### config.mk
export PLATFORM = sky130hd
export DESIGN_NAME = p405s_dcu_rdparchk
export DESIGN_NICKNAME = d
export VERILOG_FILES = /design/src/rtl/p405s_dcu_rdparchk.sv
export SDC_FILE = /design/constraint.sdc
export NUM_CORES = 1
export LEC_CHECK = 0
export ABC_AREA = 1
export CAP_MARGIN = 20
export CORE_MARGIN = 5
export CORE_UTILIZATION = 45
export CTS_BUF_LIST = sky130_fd_sc_hd__clkbuf_16
export DETAILED_ROUTE_END_ITERATION = 12
export GPL_ROUTABILITY_DRIVEN = 0
export PLACE_DENSITY_LB_ADDON = 0.2
export SYNTH_ARGS = -nofsm -noshare
export SYNTH_HDL_FRONTEND = slang
export SYNTH_SLANG_ARGS = --single-unit
### constraint.sdc
create_clock -name CB -period 1.4 [get_ports CB]
set_input_delay 0.28 -clock CB [delete_from_list [all_inputs] [get_ports CB]]
set_output_delay 0.28 -clock CB [all_outputs]
set_load 0.01 [all_outputs]
### src/rtl/p405s_dcu_rdparchk.sv
// DCU load-return stage: way select, byte parity check, registered load data and machine-check syndrome.
// Optional DCU_PARERR_CNT_EN adds a saturating error-event counter (errCnt) with clear input (errCntClr).
module p405s_dcu_rdparchk #(
    parameter bit PARITY_ODD = 1'b0
) (
    input  logic        CB,
    input  logic        resetCore_N,
    input  logic [0:31] wordMuxA,
    input  logic [0:31] wordMuxB,
    input  logic [0:3]  p_ramBypassA,
    input  logic [0:3]  p_ramBypassB,
    input  logic        rdValid,
    input  logic        hitA,
    input  logic        hitB,
    input  logic        flush,
    input  logic        parChkEn,
    input  logic        mchkAck,
    output logic [0:31] loadData,
    output logic        loadDataVld,
    output logic        loadDataErr,
    output logic        mchkReq,
    output logic [0:1]  synWay,
    output logic [0:3]  synByte,
    output logic        synOvf
`ifdef DCU_PARERR_CNT_EN
    ,
    input  logic        errCntClr,
    output logic [0:7]  errCnt
`endif
);

    typedef enum logic {IDLE = 1'b0, REPORT = 1'b1} state_t;

    state_t      state_reg, state_next;
    logic [0:31] load_data_reg;
    logic        load_vld_reg, load_err_reg;
    logic [0:1]  syn_way_reg, syn_way_next;
    logic [0:3]  syn_byte_reg, syn_byte_next;
    logic        syn_ovf_reg, syn_ovf_next;

    logic        accept, multi_hit, err_ev, any_err;
    logic [0:31] sel_word;
    logic [0:3]  sel_par, byte_err, new_byte;
    logic [0:1]  new_way;

    assign accept    = rdValid & ~flush & (hitA | hitB);
    assign multi_hit = hitA & hitB;
    // A wins the data mux on a multi-hit; the multi-hit itself is the error.
    assign sel_word  = hitA ? wordMuxA : wordMuxB;
    assign sel_par   = hitA ? p_ramBypassA : p_ramBypassB;

    generate
        for (genvar gi = 0; gi < 4; gi++) begin : g_byte_chk
            assign byte_err[gi] = parChkEn & (^sel_word[8*gi +: 8] ^ sel_par[gi] ^ PARITY_ODD);
        end
    endgenerate

    assign any_err  = (|byte_err) | multi_hit;
    assign err_ev   = accept & any_err;
    assign new_way  = multi_hit ? 2'b11 : (hitA ? 2'b10 : 2'b01);
    assign new_byte = multi_hit ? 4'b0000 : byte_err;

    always_ff @(posedge CB or negedge resetCore_N) begin
        if (!resetCore_N) begin
            load_data_reg <= '0;
            load_vld_reg  <= 1'b0;
            load_err_reg  <= 1'b0;
        end else begin
            load_vld_reg <= accept;
            load_err_reg <= err_ev;
            if (accept) begin
                load_data_reg <= sel_word;
            end
        end
    end

    always_ff @(posedge CB or negedge resetCore_N) begin
        if (!resetCore_N) begin
            state_reg    <= IDLE;
            syn_way_reg  <= '0;
            syn_byte_reg <= '0;
            syn_ovf_reg  <= 1'b0;
        end else begin
            state_reg    <= state_next;
            syn_way_reg  <= syn_way_next;
            syn_byte_reg <= syn_byte_next;
            syn_ovf_reg  <= syn_ovf_next;
        end
    end

    always_comb begin
        state_next    = state_reg;
        syn_way_next  = syn_way_reg;
        syn_byte_next = syn_byte_reg;
        syn_ovf_next  = syn_ovf_reg;
        case (state_reg)
            IDLE: begin
                if (err_ev) begin
                    state_next    = REPORT;
                    syn_way_next  = new_way;
                    syn_byte_next = new_byte;
                    syn_ovf_next  = 1'b0;
                end
            end
            REPORT: begin
                if (mchkAck && err_ev) begin
                    // Ack retires the old report; the new error immediately becomes the next one.
                    syn_way_next  = new_way;
                    syn_byte_next = new_byte;
                    syn_ovf_next  = 1'b0;
                end else if (err_ev) begin
                    syn_ovf_next  = 1'b1;
                end else if (mchkAck) begin
                    state_next    = IDLE;
                    syn_way_next  = '0;
                    syn_byte_next = '0;
                    syn_ovf_next  = 1'b0;
                end
            end
            default: state_next = IDLE;
        endcase
    end

`ifdef DCU_PARERR_CNT_EN
    logic [0:7] err_cnt_reg;

    always_ff @(posedge CB or negedge resetCore_N) begin
        if (!resetCore_N) begin
            err_cnt_reg <= '0;
        end else if (errCntClr) begin
            err_cnt_reg <= '0;
        end else if (err_ev && (err_cnt_reg != 8'hFF)) begin
            err_cnt_reg <= err_cnt_reg + 8'd1;
        end
    end

    assign errCnt = err_cnt_reg;
`endif

    assign loadData    = load_data_reg;
    assign loadDataVld = load_vld_reg;
    assign loadDataErr = load_err_reg;
    assign mchkReq     = (state_reg == REPORT);
    assign synWay      = syn_way_reg;
    assign synByte     = syn_byte_reg;
    assign synOvf      = syn_ovf_reg;

endmodule

==> impl_metrics.env <==
export IMPL_ant_nets=0
export IMPL_cts_tree="yes"
export IMPL_crit_fanout=8
export IMPL_ys_flop_type="dfrtp_1"
export IMPL_grt_use_met1_pct=29.81
export IMPL_rsz0062_at_grt="yes"
export IMPL_tightest_slew_ps=364.1
export IMPL_clk_insertion_delay_late_ps=280
export IMPL_crit_path_start="wordMuxB[30]"
export IMPL_wl_um=12500
export IMPL_synth_seq_area_share_pct=33.56
export IMPL_numCtsBuffers=5
export IMPL_pin_count=122
export IMPL_violations="setup timing"
export IMPL_rows=30
export IMPL_setup_ws_ps=-419.0
export IMPL_slew_headroom_pct=75.67
export IMPL_critPathRequiredTime_ps=1630
export IMPL_core_area_um2=6794
export IMPL_arrival_ps=2040
export IMPL_yosys_area_top_type="nand2_1"
export IMPL_synth_seq_cells=42
export IMPL_grt_pass1_vias=4359
export IMPL_rrSetupSlack_ps=220
export IMPL_die_w_um=93.43
export IMPL_drc=0
export IMPL_overflow=0
export IMPL_path_clk_slew_ps=60
export IMPL_timing_hold_violations_final=0
export IMPL_grt_use_met3_pct=5.551
export IMPL_p_total_uw=5055
export IMPL_fmax_ghz=0.5498
export IMPL_grt_pass1_wl_um=19420
export IMPL_hold_class="input port to flop"
export IMPL_fin_worst_skew_ps=0.8837
export IMPL_timing_rr_start="mchkReq$_DFF_PN0_"
export IMPL_final_net_count=797
export IMPL_rr_endpoint="synByte[2]$_DFFE_PN0P_"
export IMPL_ys_top_cells_by_area="nand2_1 36%, dfrtp_1 34%, o21ai_0 7.4%, inv_1 6.8%, nand3_1 2.9%"
export IMPL_die_area_um2=8728
export IMPL_drive_gt1_share_pct=31.48
export IMPL_num_fill_cells=431
export IMPL_syn_to_final_growth_pct=80.78
export IMPL_port_buffers=121
export IMPL_synth_edf_count=0
export IMPL_worstRegToRegCells=5
export IMPL_status="finished, violations left"
export IMPL_dp_hpwl_um=6823
export IMPL_synth_most_common_cell="nand2_1"
export IMPL_synth_avg_cell_area_um2=5.965
export IMPL_finalSetupViolations=41
export IMPL_use_met2_pct=50.51
export IMPL_grt_max_degree=43
export IMPL_startpoint_type="input port"
export IMPL_fin_crit_sh_pct=129.9
export IMPL_finalHoldWorstSlack_ps=402.2
export IMPL_end_kind="flop"
export IMPL_async_reset_ff_share_pct=100.0
export IMPL_vias_per_cell=5.238
export IMPL_top_usage_layer="met2"
export IMPL_crit_end="synByte[2]$_DFFE_PN0P_"
export IMPL_setup_worst_path_class="input port to flop"
export IMPL_power_per_cell_area_nw_per_um2=892.8
export IMPL_vias=4269
export IMPL_syn_inst=525
export IMPL_ir_drop_uv=511.4
export IMPL_p_leak_uw=0.003160
export IMPL_syn_nets=605
export IMPL_ctsHtreeMaxLevel=2
export IMPL_clkSinkCount=42
export IMPL_synth_top_cell_area_share_pct=35.96
export IMPL_drt_iter0_drc=215
export IMPL_root_buffer="clkbuf_16"
export IMPL_postLayoutCellArea_um2=5662
export IMPL_groute_usage_overall_pct=27.58
export IMPL_fp_dieH_um=93.43
export IMPL_maxCapViolCount=0
export IMPL_syn_cell_area_um2=3132
export IMPL_placed_cell_area_um2=4527
export IMPL_yosysUniqueCellTypes=22
export IMPL_antenna_found_initial=1
export IMPL_synth_commonest_cells="300 x nand2_1, 57 x inv_1, 46 x o21ai_0"
export IMPL_drv_slew=0
export IMPL_start_util_pct=46.10
export IMPL_drtPass1Iterations=5
export IMPL_yosysWarnings=0
export IMPL_wl_per_cell_um=15.34
export IMPL_period_minus_slack_ps=1819
export IMPL_cts_path_max_buffers=2
repair_timing:
action,4_1_cts,5_1_grt
hold endpoints to repair,42,0
pin swaps,112,10
resized for setup,248,24
hold buffers,1,0
cloned,8,1
buffers inserted,51,1
setup endpoints to repair,58,41
metal layers:
metal | vias up | part of all wire (%)
met5 | - | 0
met3 | 51 | 8.5
met2 | 229 | 52
met1 | 1983 | 36
met4 | 0 | 4.2
li1 | 2006 | -
layout by cell type, fill, tap and decap left out, types with 2 or more instances in the layout:
cell and instances:
nand3_1 4, inv_1 28, buf_6 4, o21ai_2 20
nor2_4 2, nand3b_1 5, buf_12 6, o21ai_4 9
clkbuf_16 6, or2_2 5, inv_2 28, nand2_1 251
buf_4 64, clkdlybuf4s50_1 13, nor2_1 5, dlygate4sd2_1 106
bufinv_16 2, nand3_2 14, nor2_2 2, buf_16 7
o21ai_0 24, nand2_4 2, nand2_2 48, o21ai_1 11
dfrtp_1 42
worst min-delay path by stage:
stage | start | to | cells past startpoint
after floorplan | resetCore_N | loadDataErr$_DFF_PN0_ | 0
after global placement | resetCore_N | loadData[15]$_DFFE_PN0P_ | 2
after detailed placement | resetCore_N | loadData[14]$_DFFE_PN0P_ | 2
after CTS | hitA | loadData[7]$_DFFE_PN0P_ | 4
after global routing | hitA | loadData[7]$_DFFE_PN0P_ | 4
final | hitA | loadData[7]$_DFFE_PN0P_ | 4
where the power goes:
group          internal, uW  switching, uW  total, uW
Clock                  1020            498       1510
Sequential             1410            124       1540
Combinational           960           1040       2000
layout make-up:
cell class	instances	area, um^2	area share (%)
Multi-Input combinational cell	405	2077	36.69
Timing Repair Buffer	204	1969	34.78
Sequential cell	42	1051	18.56
Inverter	58	236.5	4.177
Clock buffer	5	125.1	2.210
Tap cell	96	120.1	2.122
Clock inverter	3	63.81	1.127
Timing Repair inverter	1	16.27	0.2873
Antenna cell	1	2.502	0.04420
stage by stage:
step           utilization [%]  cells  setup TNS (ps)  setup WS [ps]
6_report                 83.33    815          -11130         -419.0
5_1_grt                  83.33    815          -13750         -520.8
4_1_cts                  81.75    812           -7577         -283.7
3_5_place_dp             66.63    744          -16510         -838.8
3_3_place_gp             66.63    744          -14490         -752.3
2_1_floorplan                -    525           -7690         -354.3
sequential cells by signal, summed over array words and instances (netlist names):
signal       cells
synWay           2
synOvf           1
loadDataErr      1
mchkReq          1
loadDataVld      1
synByte          4
loadData        32
worst max-delay path, stage by stage:
cell and delay (ps):
dlygate4sd2_1 320, nand2_1 120, o21ai_2 100, nand2_1 90, nand2_1 110, nand2_2 80, nand2_2 100, nand2_1 60
nand3b_1 90, nand3_2 110, nand2_4 100, nor2_4 50, nor2_4 220, nand3b_1 130, nand2_1 80
cells by family (layout without fill, tap and decap cells):
family	count (synthesis)	count (layout)	share of synthesized area, %
buf+inv	78	271	11.87
simple gates	340	340	43.59
compound gates	65	65	10.99
other cells	0	1	0
flops	42	42	33.56
No activity file was read; power rests on OpenSTA's default activity.
